### src/rtl/frac_scan_ctrl.sv
`timescale 1ns/1ps
// Frame sequencer for the fractal engine: sweeps an HRES x VRES grid in raster order,
// launches one engine run per pixel and streams iteration counts over valid/ready.
module frac_scan_ctrl #(
    parameter int HRES = 640,
    parameter int VRES = 480,
    parameter int CW   = 32,
    parameter int IW   = 16,
    localparam int XW  = $clog2(HRES),
    localparam int YW  = $clog2(VRES)
) (
    input  logic          clk,
    input  logic          reset_n,
    input  logic          start,
    input  logic          abort,
    input  logic [CW-1:0] cx0,
    input  logic [CW-1:0] cy0,
    input  logic [CW-1:0] dx,
    input  logic [CW-1:0] dy,
    input  logic [IW-1:0] max_it_in,
    output logic          eng_start,
    output logic [CW-1:0] eng_cx,
    output logic [CW-1:0] eng_cy,
    output logic [IW-1:0] eng_max_it,
    input  logic          eng_ready,
    input  logic [IW-1:0] eng_iter,
    output logic          pix_valid,
    input  logic          pix_ready,
    output logic [XW-1:0] pix_x,
    output logic [YW-1:0] pix_y,
    output logic [IW-1:0] pix_iter,
    output logic          busy,
    output logic          done_tick
);

    typedef enum logic [2:0] {
        S_IDLE,
        S_LAUNCH,
        S_ARM,
        S_WAIT,
        S_EMIT
    } state_t;

    state_t        state, state_nxt;
    logic [CW-1:0] cx0_sh, dx_sh, dy_sh;
    logic [IW-1:0] max_it_sh;
    logic          last_pix, end_of_line;

    assign end_of_line = (pix_x == XW'(HRES - 1));
    assign last_pix    = end_of_line && (pix_y == YW'(VRES - 1));
    assign eng_max_it  = max_it_sh;

    always_ff @(posedge clk or negedge reset_n) begin
        if (!reset_n) state <= S_IDLE;
        else          state <= state_nxt;
    end

    // Abort overrides everything, including a same-cycle start or handshake.
    always_comb begin
        state_nxt = state;
        if (abort) begin
            state_nxt = S_IDLE;
        end else begin
            case (state)
                S_IDLE:   if (start)     state_nxt = S_LAUNCH;
                S_LAUNCH: if (eng_ready) state_nxt = S_ARM;
                S_ARM:                   state_nxt = S_WAIT;
                S_WAIT:   if (eng_ready) state_nxt = S_EMIT;
                S_EMIT:   if (pix_ready) state_nxt = last_pix ? S_IDLE : S_LAUNCH;
                default:                 state_nxt = S_IDLE;
            endcase
        end
    end

    always_comb begin
        busy      = (state != S_IDLE);
        eng_start = (state == S_LAUNCH) && eng_ready && !abort;
    end

    always_ff @(posedge clk or negedge reset_n) begin
        if (!reset_n) begin
            cx0_sh    <= '0;
            dx_sh     <= '0;
            dy_sh     <= '0;
            max_it_sh <= '0;
            eng_cx    <= '0;
            eng_cy    <= '0;
            pix_x     <= '0;
            pix_y     <= '0;
            pix_iter  <= '0;
            pix_valid <= 1'b0;
            done_tick <= 1'b0;
        end else begin
            done_tick <= 1'b0;
            if (abort) begin
                pix_valid <= 1'b0;
            end else begin
                case (state)
                    S_IDLE: if (start) begin
                        cx0_sh    <= cx0;
                        dx_sh     <= dx;
                        dy_sh     <= dy;
                        max_it_sh <= max_it_in;
                        eng_cx    <= cx0;
                        eng_cy    <= cy0;
                        pix_x     <= '0;
                        pix_y     <= '0;
                    end
                    S_WAIT: if (eng_ready) begin
                        pix_iter  <= eng_iter;
                        pix_valid <= 1'b1;
                    end
                    // Coordinates advance only on the accepted handshake, so they stay
                    // stable while the downstream writer stalls.
                    S_EMIT: if (pix_ready) begin
                        pix_valid <= 1'b0;
                        if (last_pix) begin
                            done_tick <= 1'b1;
                        end else if (end_of_line) begin
                            pix_x  <= '0;
                            pix_y  <= pix_y + 1'b1;
                            eng_cx <= cx0_sh;
                            eng_cy <= eng_cy + dy_sh;
                        end else begin
                            pix_x  <= pix_x + 1'b1;
                            eng_cx <= eng_cx + dx_sh;
                        end
                    end
                    default: ;
                endcase
            end
        end
    end

endmodule

### config.mk
export PLATFORM = sky130hd
export DESIGN_NAME = frac_scan_ctrl
export DESIGN_NICKNAME = d
export VERILOG_FILES = /design/src/rtl/frac_scan_ctrl.sv
export SDC_FILE = /design/constraint.sdc
export NUM_CORES = 1
export LEC_CHECK = 0
export ABC_AREA = 1
export CELL_PAD_IN_SITES_DETAIL_PLACEMENT = 0
export CELL_PAD_IN_SITES_GLOBAL_PLACEMENT = 1
export CORE_UTILIZATION = 30
export DETAILED_ROUTE_END_ITERATION = 8
export PLACE_DENSITY_LB_ADDON = 0.1
export SYNTH_ARGS = -nofsm -noshare
export SYNTH_HDL_FRONTEND = slang
export SYNTH_SLANG_ARGS = --single-unit
### constraint.sdc
create_clock -name clk -period 2.71 [get_ports clk]
set_clock_uncertainty 0.05 [all_clocks]
set_input_delay 0.542 -clock clk [delete_from_list [all_inputs] [get_ports clk]]
set_output_delay 0.542 -clock clk [all_outputs]
set_load 0.01 [all_outputs]
# [Word level (Yosys, flattened, before mapping)]
# Cells that the tools add are included.
[totals] register_bits=216 out_inout_bits=119 wordCells=80
[classes] n_addsub=4 eq_ne=14 mux=35 bitwise=1 reduce_logical=14
[ops] op="2-to-1 mux 32 bit" count=8
[ops] op="case mux 32 bit (2 select lines)" count=2
[ops] op="adder 32 bit" count=2
[ops] op="2-to-1 mux 10 bit" count=4
[ops] op="2-to-1 mux 9 bit" count=4
[ops] op="case mux 10 bit (2 select lines)" count=1
[ops] op="case mux 9 bit (2 select lines)" count=1
[ops] op="2-to-1 mux 3 bit" count=5
[ops] op="case mux 3 bit (5 select lines)" count=1
[ops] op="!= test 3 bit (second input constant)" count=4
[ops] op="adder 10 x 1 -> 10 bit (second input constant)" count=1
[ops] op="equality test 10 bit (second input constant)" count=1
[ops] op="adder 9 x 1 -> 9 bit (second input constant)" count=1
[ops] op="equality test 9 bit (second input constant)" count=1
[ops] op="AND reduction 3 bit" count=3
[ops] op="2-to-1 mux 1 bit" count=8
[ops] op="!= test 2 bit (second input constant)" count=4
[ops] op="equality test 3 x 2 -> 1 bit (second input constant)" count=2
[ops] op="AND reduction 6 bit" count=1
[ops] op="nonzero test 3 bit" count=2
[ops] op="AND reduction 5 bit" count=1
[ops] op="AND reduction 4 bit" count=1
[ops] op="equality test 3 x 1 -> 1 bit (second input constant)" count=1
[ops] op="equality test 3 bit (second input constant)" count=1
[ops] op="6 further kinds" count=8

# [Longest topological paths before layout]
[logic_depth] ltp_word=6 depth_mapped=14 mapped_depth_nobuf=14

# [Worst setup path before layout]
# Ideal clock, no wire load.
[synth_timing] path_kind="reg2reg" startpoint="reg eng_cx[0]" endpoint="reg eng_cx[22]" arrival_time_ns=1.880 required_time_ns=2.539 setup_slack_ns=0.659 path_stages_with_launch=15 period_less_slack_ns=2.051 cell_sequence="dfrtp_1 ha_1 fa_1 nand3_1 nand3_1 nand2_1 nand2_1 nand2_1 nand2_1 nand2_1 nand2_1 nand2_1 nand3_1 nand2_1 nand2_1"
[synth_via] elab_chain_len=5
[synth_lines] element="from (decl)" line_no="22" text="output logic [CW-1:0] eng_cx,"
[synth_lines] element="from (signal assigned)" line_no="122" text="eng_cx <= cx0_sh;"
[synth_lines] element="from (signal assigned)" line_no="126" text="eng_cx <= eng_cx + dx_sh;"
[synth_lines] element="adder 32 bit" line_no="126"
[synth_lines] element="2-to-1 mux 32 bit" line_no="119" text="end else if (end_of_line) begin"
[synth_lines] element="2-to-1 mux 32 bit" line_no="117" text="if (last_pix) begin"
[synth_lines] element="2-to-1 mux 32 bit" line_no="115" text="S_EMIT: if (pix_ready) begin"
[synth_lines] element="case mux 32 bit (2 select lines)" line_no="98" text="case (state)"
# No other way between the ends. The select of a mux whose other input is x is not followed.
# A chain may end at the register's enable or synchronous reset.

# [Worst setup path after layout]
[layout_timing] startpoint="reg state[2]" endpoint="out eng_start"
[layout_via] elab_chain_len=3
[layout_lines] element="from (decl)" line_no="44" text="state_t state, state_nxt;"
[layout_lines] element="from (signal assigned)" line_no="55" text="else state <= state_nxt;"
[layout_lines] element="equality test 3 x 1 -> 1 bit" line_no="77" text="eng_start = (state == S_LAUNCH) && eng_ready && !abort;"
[layout_lines] element="logical AND 1 bit (2 in series)" line_no="77"
[layout_lines] element="to (decl)" line_no="21" text="output logic eng_start,"
# No other way between the ends.

==> results.py <==
metrics = {
    "status": {
        "status": "completed",
    },
    "routing": {
        "final_antenna_net_count": 0,
        "wl_um": 47700,
        "vias": 13600,
        "drtIter0Drc": 613,
        "dr.pass1.iters": 5,
        "drc_errors": 0,
        "drt-wirelength-per-cell_um": 15.7,
        "post_drt_via_cell_ratio": 4.48,
    },
    "floorplanning": {
        "start_util": 0.307,
        "core_um2": 45800,
        "die_w_um": 218,
        "dieArea_um2": 47700,
        "io-pin-count": 285,
        "die_h_um": 218,
        "core.rowCount": 78,
    },
    "grt": {
        "track_usage": 0.202,
        "grt_pass1_vias": 13900,
        "grt_pass1_wl_um": 75500,
        "grt_max_degree": 77,
        "grt_overflow_total": 0,
        "antenna_found_initial": 0,
    },
    "synthesis": {
        "synthFlopType": "dfrtp_1",
        "synth_top_cell_by_area": "dfrtp_1",
        "ys.warnings.count": 0,
        "syn_area_um2": 14000,
        "synthTopCellsByArea": "dfrtp_1, nand2_1, inv_1",
        "synth.most_common_cell": "nand2_1",
        "syn_inst": 2126,
        "synth_seq_cells": 216,
        "seq_area_frac_synth": 0.385,
        "synth_edf_count": 0,
        "syn_avg_cell_area_um2": 6.61,
        "synth_cell_types": 40,
        "async_flop_share": 1.00,
        "synth_top_area_frac": 0.385,
        "synth_nets": 2358,
        "netlist_top_cells_count": "nand2_1, inv_1, dfrtp_1",
    },
    "clock_network": {
        "clock_path_buffers": 3,
        "cts_sinks": 216,
        "cts_buffers": 30,
        "cts-htree-levels": 1,
        "cts_resized": 0,
        "clockRootBuffer": "clkbuf_16",
        "cts_setup_buffers": 0,
        "clkLatencyLatePin_ns": 0.59,
        "cts_hold_buffers": 1,
        "clk_pin_slew_worst_paths_ns": 0.06,
        "cts_tree": "done",
    },
    "critical_path": {
        "setup.worst_path.start_class": "register",
        "regToRegSetupSlack_ns": 0.31,
        "worstReg2RegStart": "pix_x[0]",
        "crit_path_top_delay_cell": "clkdlybuf4s50_1",
        "path_class": "reg -> out",
        "critPathCaptureType": "output port",
        "worstSetupStartpoint": "state[2]",
        "cp_cell_sequence": "inv_1, nand3_1, nor3_1, clkdlybuf4s50_1",
        "worst-r2r-cell-count": 10,
        "crit_arrival_ns": 2.01,
        "path_max_fanout": 5,
        "required_ns": 2.12,
        "cpPeakStageDelay_ns": 0.57,
        "rr_endpoint": "eng_cx[4]",
    },
    "place": {
        "io_buffers": 284,
        "place_congestion": 0.847,
        "hpwl_um": 36500,
    },
    "cells_and_area": {
        "nets": 2643,
        "fin_util": 0.406,
        "antennaDiodeCount": 0,
        "areaGrowthSynthToFinish_pct": 32.3,
        "drive_gt1_frac": 0.0378,
    },
    "hold_path": {
        "holdCritPathClass": "reg -> reg",
        "hold_depth": 2,
        "min_to": "pix_iter[3]",
        "worstHoldStart": "pix_iter[3]",
    },
    "timing": {
        "setup_viol": 0,
        "tightest_slew_ns": 0.550,
        "slew_viol_final": 0,
        "fin_crit_sh": 0.959,
        "setup_tns_ns": 0,
        "period_needed_ns": 2.60,
        "hold_viol": 0,
        "rsz0062_at_grt": "false",
        "fmax_mhz": 385,
        "relSlewSlack": 0.633,
    },
    "pwr": {
        "power_density_nw_per_um2": 1210,
        "p_leak_nw": 10.0,
        "max-vdd-ir-drop_mv": 0.563,
    },
    "run": {
        "drv_cap": 0,
    },
}
==> worst max path at each step <==
stage                       to  slack [ns]  cells past startpoint
finish               eng_start        0.11                      4
global route         eng_start        0.03                      4
CTS                  eng_start        0.04                      4
detailed placement   dy_sh[15]        0.18                      7
global placement      pix_x[9]        0.21                      8
floorplan           eng_cx[22]        0.66                     14
==> per-stage QoR <==
stage          hold slack (ns)  setup WS, ns  cell area [um2]  total power (W)  std cells
2_1_floorplan            0.196         0.659            14000           0.0140       2126
3_3_place_gp             0.404         0.207            17600           0.0190       2978
3_5_place_dp             0.405         0.183            17600           0.0190       2978
4_1_cts                  0.388        0.0369            18600           0.0230       3031
5_1_grt                  0.431        0.0317            18600           0.0249       3031
6_report                 0.417         0.110            18600           0.0226       3031
==> routing by layer <==
layer	part of all wire	up-vias	wire, um	GRT usage
met2	0.50	210	24100	0.368
li1	-	7074	-	-
met4	0.029	0	1360	0.0587
met5	0	-	0	0
met1	0.43	6249	20700	0.246
met3	0.034	58	1610	0.0270
==> final cells by class <==
| type | instances | area, um2 |
|---|---|---|
| Clock inverter | 11 | 101 |
| Inverter | 280 | 1060 |
| Tap cell | 600 | 751 |
| Multi-Input combinational cell | 1576 | 7300 |
| Clock buffer | 41 | 852 |
| Sequential cell | 216 | 5410 |
| Timing Repair Buffer | 307 | 3120 |
| Fill cell | 4901 | 27200 |
==> layout by cell type (no fill, tap or decap), types with 17 or more instances in the layout <==
| cell | n |
|---|---|
| a21boi_0 | 24 |
| xor2_1 | 17 |
| ha_1 | 64 |
| o21ai_0 | 38 |
| nand2_1 | 988 |
| clkbuf_16 | 30 |
| inv_1 | 274 |
| nand3_1 | 113 |
| clkdlybuf4s50_1 | 283 |
| nor2_1 | 174 |
| dfrtp_1 | 216 |
| a21oi_1 | 52 |
==> power by group <==
| group | leakage (nW) | switching, W | total [W] | internal [W] |
|---|---|---|---|---|
| sequential | 2.71 | 0.00110 | 0.00577 | 0.00467 |
| clock | 0.472 | 0.00156 | 0.00384 | 0.00228 |
| combinational | 6.84 | 0.00789 | 0.0130 | 0.00507 |
| total | 10.0 | 0.0106 | 0.0226 | 0.0120 |
==> flip-flops by register name, summed over array words and instances (netlist names) <==
| register | cells |
|---|---|
| cx0_sh | 32 |
| dx_sh | 32 |
| dy_sh | 32 |
| eng_cx | 32 |
| eng_cy | 32 |
| eng_max_it | 16 |
| pix_iter | 16 |
| pix_x | 10 |
| pix_y | 9 |
| state | 3 |
| done_tick | 1 |
| pix_valid | 1 |
==> kinds of logic after synthesis <==
logic type,share of synthesized area
AO/OA/AOI/OAI,0.0652
XOR/XNOR,0.0181
adder cells (fa/ha/maj),0.0599
buffers and inverters,0.0962
flip-flops,0.385
AND/OR/NAND/NOR,0.376
==> worst max-delay path: cells and delay by family, from the launching register on <==
family	cells	cell delay, ns
buf+inv	2	0.71
flops	1	0.40
simple gates	2	0.31
(Power assumes the default switching activity.)
